$ cat src/rtl/serial_adder_pkg.sv
// Shared definitions for the bit-serial adder: FSM state encoding and default width.
package serial_adder_pkg;

    localparam int DEFAULT_WIDTH = 8;

    typedef enum logic [1:0] {
        IDLE = 2'd0,
        RUN  = 2'd1,
        DONE = 2'd2
    } state_t;

endpackage

$ cat src/rtl/full_adder.sv
// Single-bit full adder; the only arithmetic element of the serial adder.
module full_adder (
    input  logic a,
    input  logic b,
    input  logic cin,
    output logic sum,
    output logic cout
);

    assign sum  = a ^ b ^ cin;
    assign cout = (a & b) | (cin & (a ^ b));

endmodule

$ cat src/rtl/serial_adder_ctrl.sv
// Bit-serial adder: one full adder processes one bit per cycle, LSB first,
// with the visible result register updated only when the last bit completes.
module serial_adder_ctrl
    import serial_adder_pkg::*;
#(
    parameter int WIDTH = DEFAULT_WIDTH
) (
    input  logic             clk,
    input  logic             rst,
    input  logic             start,
    input  logic [WIDTH-1:0] a,
    input  logic [WIDTH-1:0] b,
    input  logic             cin,
    output logic             busy,
    output logic             done,
    output logic [WIDTH-1:0] sum,
    output logic             cout
);

    localparam int CW = (WIDTH > 1) ? $clog2(WIDTH) : 1;

    state_t           state, state_nx;
    logic [WIDTH-1:0] a_sh, b_sh, res_sh, res_nx;
    logic             carry;
    logic [CW-1:0]    cnt;
    logic             fa_s, fa_c;
    logic             last;

    full_adder u_fa (
        .a    (a_sh[0]),
        .b    (b_sh[0]),
        .cin  (carry),
        .sum  (fa_s),
        .cout (fa_c)
    );

    assign last   = (cnt == CW'(WIDTH - 1));
    // Sum bits enter at the MSB so after WIDTH shifts bit 0 sits at the LSB.
    assign res_nx = (res_sh >> 1) | {fa_s, {(WIDTH-1){1'b0}}};

    always_ff @(posedge clk or posedge rst) begin
        if (rst) state <= IDLE;
        else     state <= state_nx;
    end

    always_comb begin
        state_nx = state;
        busy     = 1'b0;
        done     = 1'b0;
        case (state)
            IDLE: if (start) state_nx = RUN;
            RUN: begin
                busy = 1'b1;
                if (last) state_nx = DONE;
            end
            DONE: begin
                busy     = 1'b1;
                done     = 1'b1;
                state_nx = IDLE;
            end
            default: state_nx = IDLE;
        endcase
    end

    always_ff @(posedge clk or posedge rst) begin
        if (rst) begin
            a_sh   <= '0;
            b_sh   <= '0;
            res_sh <= '0;
            carry  <= 1'b0;
            cnt    <= '0;
            sum    <= '0;
            cout   <= 1'b0;
        end else begin
            case (state)
                IDLE: if (start) begin
                    a_sh   <= a;
                    b_sh   <= b;
                    carry  <= cin;
                    cnt    <= '0;
                    res_sh <= '0;
                end
                RUN: begin
                    a_sh   <= a_sh >> 1;
                    b_sh   <= b_sh >> 1;
                    carry  <= fa_c;
                    res_sh <= res_nx;
                    if (last) begin
                        sum  <= res_nx;
                        cout <= fa_c;
                    end else begin
                        cnt <= cnt + 1'b1;
                    end
                end
                default: ;
            endcase
        end
    end

endmodule
$ cat config.mk
export PLATFORM = sky130hd
export DESIGN_NAME = serial_adder_ctrl
export DESIGN_NICKNAME = d
export VERILOG_FILES = /design/src/rtl/serial_adder_pkg.sv /design/src/rtl/full_adder.sv /design/src/rtl/serial_adder_ctrl.sv
export SDC_FILE = /design/constraint.sdc
export NUM_CORES = 1
export LEC_CHECK = 0
export ABC_AREA = 1
export CAP_MARGIN = 30
export CORE_ASPECT_RATIO = 0.8
export CORE_MARGIN = 1.5
export CORE_UTILIZATION = 45
export DETAILED_ROUTE_END_ITERATION = 10
export PLACE_DENSITY = 0.76
export SETUP_SLACK_MARGIN = 0.3
export SKIP_LAST_GASP = 1
export SYNTH_ARGS = -nofsm -noshare
export SYNTH_HDL_FRONTEND = slang
export SYNTH_HIERARCHICAL = 1
export SYNTH_SLANG_ARGS = --single-unit
export TNS_END_PERCENT = 20
$ cat constraint.sdc
create_clock -name clk -period 3.7 [get_ports clk]
set_clock_uncertainty 0.15 [all_clocks]
set_input_delay 0.74 -clock clk [delete_from_list [all_inputs] [get_ports clk]]
set_output_delay 0.74 -clock clk [all_outputs]
set_load 0.05 [all_outputs]
==> reports/summary.log <==
[critical_path] cell with the largest stage delay on the worst path sky130_fd_sc_hd__clkdlybuf4s50_1
[timing] hold violation count in the final report 0
[grt] vias in the first global route 1414
[clocking] clock transition at the registers of the reported paths 0.07 ns
[timing] Fin Setup TNS 0 ns
[clocking] total number of H-tree levels 2
[critical_path] Buf/Inv on CP 2
[routing] post-detailed-routing wire length 3513 um
[cells_and_area] final cell utilization of the core 0.5873
[place] sum of net half-perimeters after detailed placement 2336 um
[die] area of the die 0.004642 mm2
[synth] proportion of synthesized chip area in sequential cells 0.4984
[cells_and_area] fraction of final layout cells sized beyond drive strength 1 0.06367
[clocking] TritonCTS clock tree built
[place] number of port buffers 30
[critical_path] Critical Setup Path Class flip-flop to output port
[cells_and_area] filler cell count in the final layout 381
[critical_path] kind of capture point of the worst setup path output port
[timing] final number of setup-violating endpoints 0
[synth] Avg Cell Area, Syn 7.984 um2
[timing] setup repair after global routing missed its margin false
[cells_and_area] diode count 0
[timing] final worst path period need 2.737 ns
[grt] GRT overflow 0
[synth] net count after synthesis 267
[timing] final worst path period share 0.7398
[critical_path] critical path required time 2.81 ns
[clocking] clock root buffer sky130_fd_sc_hd__clkbuf_8
[die] core outline area 0.003929 mm2
[routing] Via density 4.876
[job] number of maximum-capacitance violations 0
[clocking] Hold Buf Count CTS 0
[die] initial core utilization 0.4857
[clocking] TritonCTS Buffers 5
[critical_path] family with the most delay on the worst path buffers and inverters
[pwr] overall power of the completed layout 1637 uW
[clocking] # Post-CTS Setup Buffers 0
[clocking] Post-CTS Resized 0
[grt] wire length of the first global-routing pass 6085 um
[grt] initial antenna violation count 0
[place] routability cong. 0.7159
[routing] total vias in the final route 1570
[routing] routed wirelength normalized by instance count 10.91 um
[hold_path] Hold Path Class flip-flop to flip-flop
[synth] Synth Warn # 6
[die] x dimension of the die 75.80 um
[critical_path] crit-path cells inv_1 > ha_1 > clkdlybuf4s50_1
[critical_path] Arrival @ worst endpoint 1.85 ns
[die] chip height 61.24 um
[clocking] Clock Path Buffers 2
[pwr] largest vdd supply drop 333.5 uV
[cells_and_area] layout overhead on the synthesized area 20.92%
[critical_path] sort of element at the start of the critical path flip-flop
[timing] FMAX 365.3 MHz
[cells_and_area] number of nets in the finished design 294
[timing] max-slew violation count 0
[synth] combined area of all synthesized cells 0.001908 mm2
[critical_path] largest stage delay on the critical path 0.79 ns
[routing] drt drc 0
[grt] GRT Total Usage 0.1821
[pwr] ratio of total power to cell area 709.3 mW/mm2
[die] number of placement rows 20
[synth] distinct cell type count after synthesis 16
[timing] slew at the pin with the worst max-slew slack 0.4986 ns
[clocking] worst-skew pair later-pin latency 0.29 ns
[synth] cell count after synthesis 239
[synth] post-synthesis sequential element count 38
[grt] largest net degree at the start of global routing 39
[clocking] total number of clock tree sinks 38
[timing] Slew headroom 0.6664
[critical_path] highest fanout seen on the critical path 4
[pwr] static leakage 0.001276 uW
[die] I/O pin cnt 31
[routing] violation count after the first detailed-routing iteration 60
[routing] final antenna-violating net count 0
[routing] count of TritonRoute iterations in the first routing pass 4
[run_status] outcome finished, final reports clean
## final timing paths
path	start	to	slack (ns)	depth (start not counted)
worst max-delay path	state[0]$_DFFE_PP0P_	busy	0.96	3
worst min-delay path	sum[4]$_DFFE_PP0P_	sum[4]$_DFFE_PP0P_	0.33	2
worst max register to register	state[1]$_DFFE_PP0P_	cnt[1]$_DFFE_PP0P_	1.75	7
worst min register to register	sum[4]$_DFFE_PP0P_	sum[4]$_DFFE_PP0P_	0.33	2
max in group asynchronous	rst	state[0]$_DFFE_PP0P_	2.37	3
min in group asynchronous	rst	sum[7]$_DFFE_PP0P_	0.71	3
## registers in the layout (all words and copies together) (netlist names)
name,flops
b_sh,8
res_sh,7
carry,1
a_sh,8
state,2
cnt,3
sum,8
cout,1
## synth_stat cells
cell type / n / area [um2]
sky130_fd_sc_hd__buf_2: 4 / 20.02
sky130_fd_sc_hd__buf_6: 4 / 45.04
sky130_fd_sc_hd__nand2_1: 124 / 465.5
sky130_fd_sc_hd__inv_1: 7 / 26.28
sky130_fd_sc_hd__nand3_1: 37 / 185.2
sky130_fd_sc_hd__nand2_2: 1 / 6.260
sky130_fd_sc_hd__fa_1: 1 / 20.02
sky130_fd_sc_hd__nand2_4: 2 / 22.52
sky130_fd_sc_hd__nor2_1: 3 / 11.26
sky130_fd_sc_hd__inv_2: 3 / 11.26
sky130_fd_sc_hd__ha_1: 7 / 87.58
sky130_fd_sc_hd__buf_4: 4 / 30.03
sky130_fd_sc_hd__o211ai_1: 1 / 7.510
sky130_fd_sc_hd__o21ai_2: 1 / 8.760
sky130_fd_sc_hd__dfrtp_1: 38 / 950.9
sky130_fd_sc_hd__a21oi_1: 2 / 10.01
## final cells by class
type | instances | area [um2] | area share
clock buffers | 8 | 110.1 | 0.04772
inverters | 10 | 37.54 | 0.01627
multi-input cells | 179 | 824.5 | 0.3574
flip-flops and latches | 38 | 950.9 | 0.4121
well taps | 55 | 68.82 | 0.02983
repair buffers | 32 | 315.3 | 0.1367
## per-layer routing
metal / global-route usage / part of all wire / up-vias
met3: 0.04910 / 0.058 / 8
met5: 0 / 0 / -
met2: 0.3118 / 0.46 / 50
met1: 0.2153 / 0.47 / 708
li1: - / - / 804
met4: 0.08418 / 0.020 / 0
## cells by family after synthesis
kind of cell	count (synthesis)	synth area share
DFF	38	0.4984
buffers and inverters	22	0.06951
and+or+nand+nor	167	0.3620
AOI/OAI and AO/OA	4	0.01377
adders and majority gates	8	0.05639
## worst reg2reg max path, cell delays in order, from the launching register on
cell and delay, ns:
sky130_fd_sc_hd__dfrtp_1 0.38, sky130_fd_sc_hd__inv_1 0.14, sky130_fd_sc_hd__ha_1 0.37, sky130_fd_sc_hd__nand2_1 0.32, sky130_fd_sc_hd__inv_2 0.25, sky130_fd_sc_hd__nor2_1 0.10
sky130_fd_sc_hd__nand3_1 0.07, sky130_fd_sc_hd__nand2_1 0.06
## cell usage in the layout, fill, tap and decap left out, drive strengths merged
cell type,instances
a21oi,2
buf,2
clkbuf,8
clkdlybuf4s50,30
dfrtp,38
fa,1
ha,7
inv,10
nand2,127
nand3,37
nor2,3
o211ai,1
o21ai,1
## power by group
part / total (uW) / leakage [uW] / switching [uW] / internal (uW)
clock: 330 / 0.0000575 / 142 / 188
sequential: 609 / 0.000501 / 72.2 / 536
combinational: 698 / 0.000718 / 467 / 231
## stage by stage
step	area, um2	hold slack [ns]	instances	worst slack (ns)
3_3_place_gp	2197	0.3117	314	1.299
3_5_place_dp	2197	0.3165	314	1.275
4_1_cts	2307	0.3353	322	0.9566
2_1_floorplan	1908	0.2927	239	1.819
6_report	2307	0.3282	322	0.9629
5_1_grt	2307	0.3624	322	0.8992
Note: power is estimated with default switching activity, not from simulation.
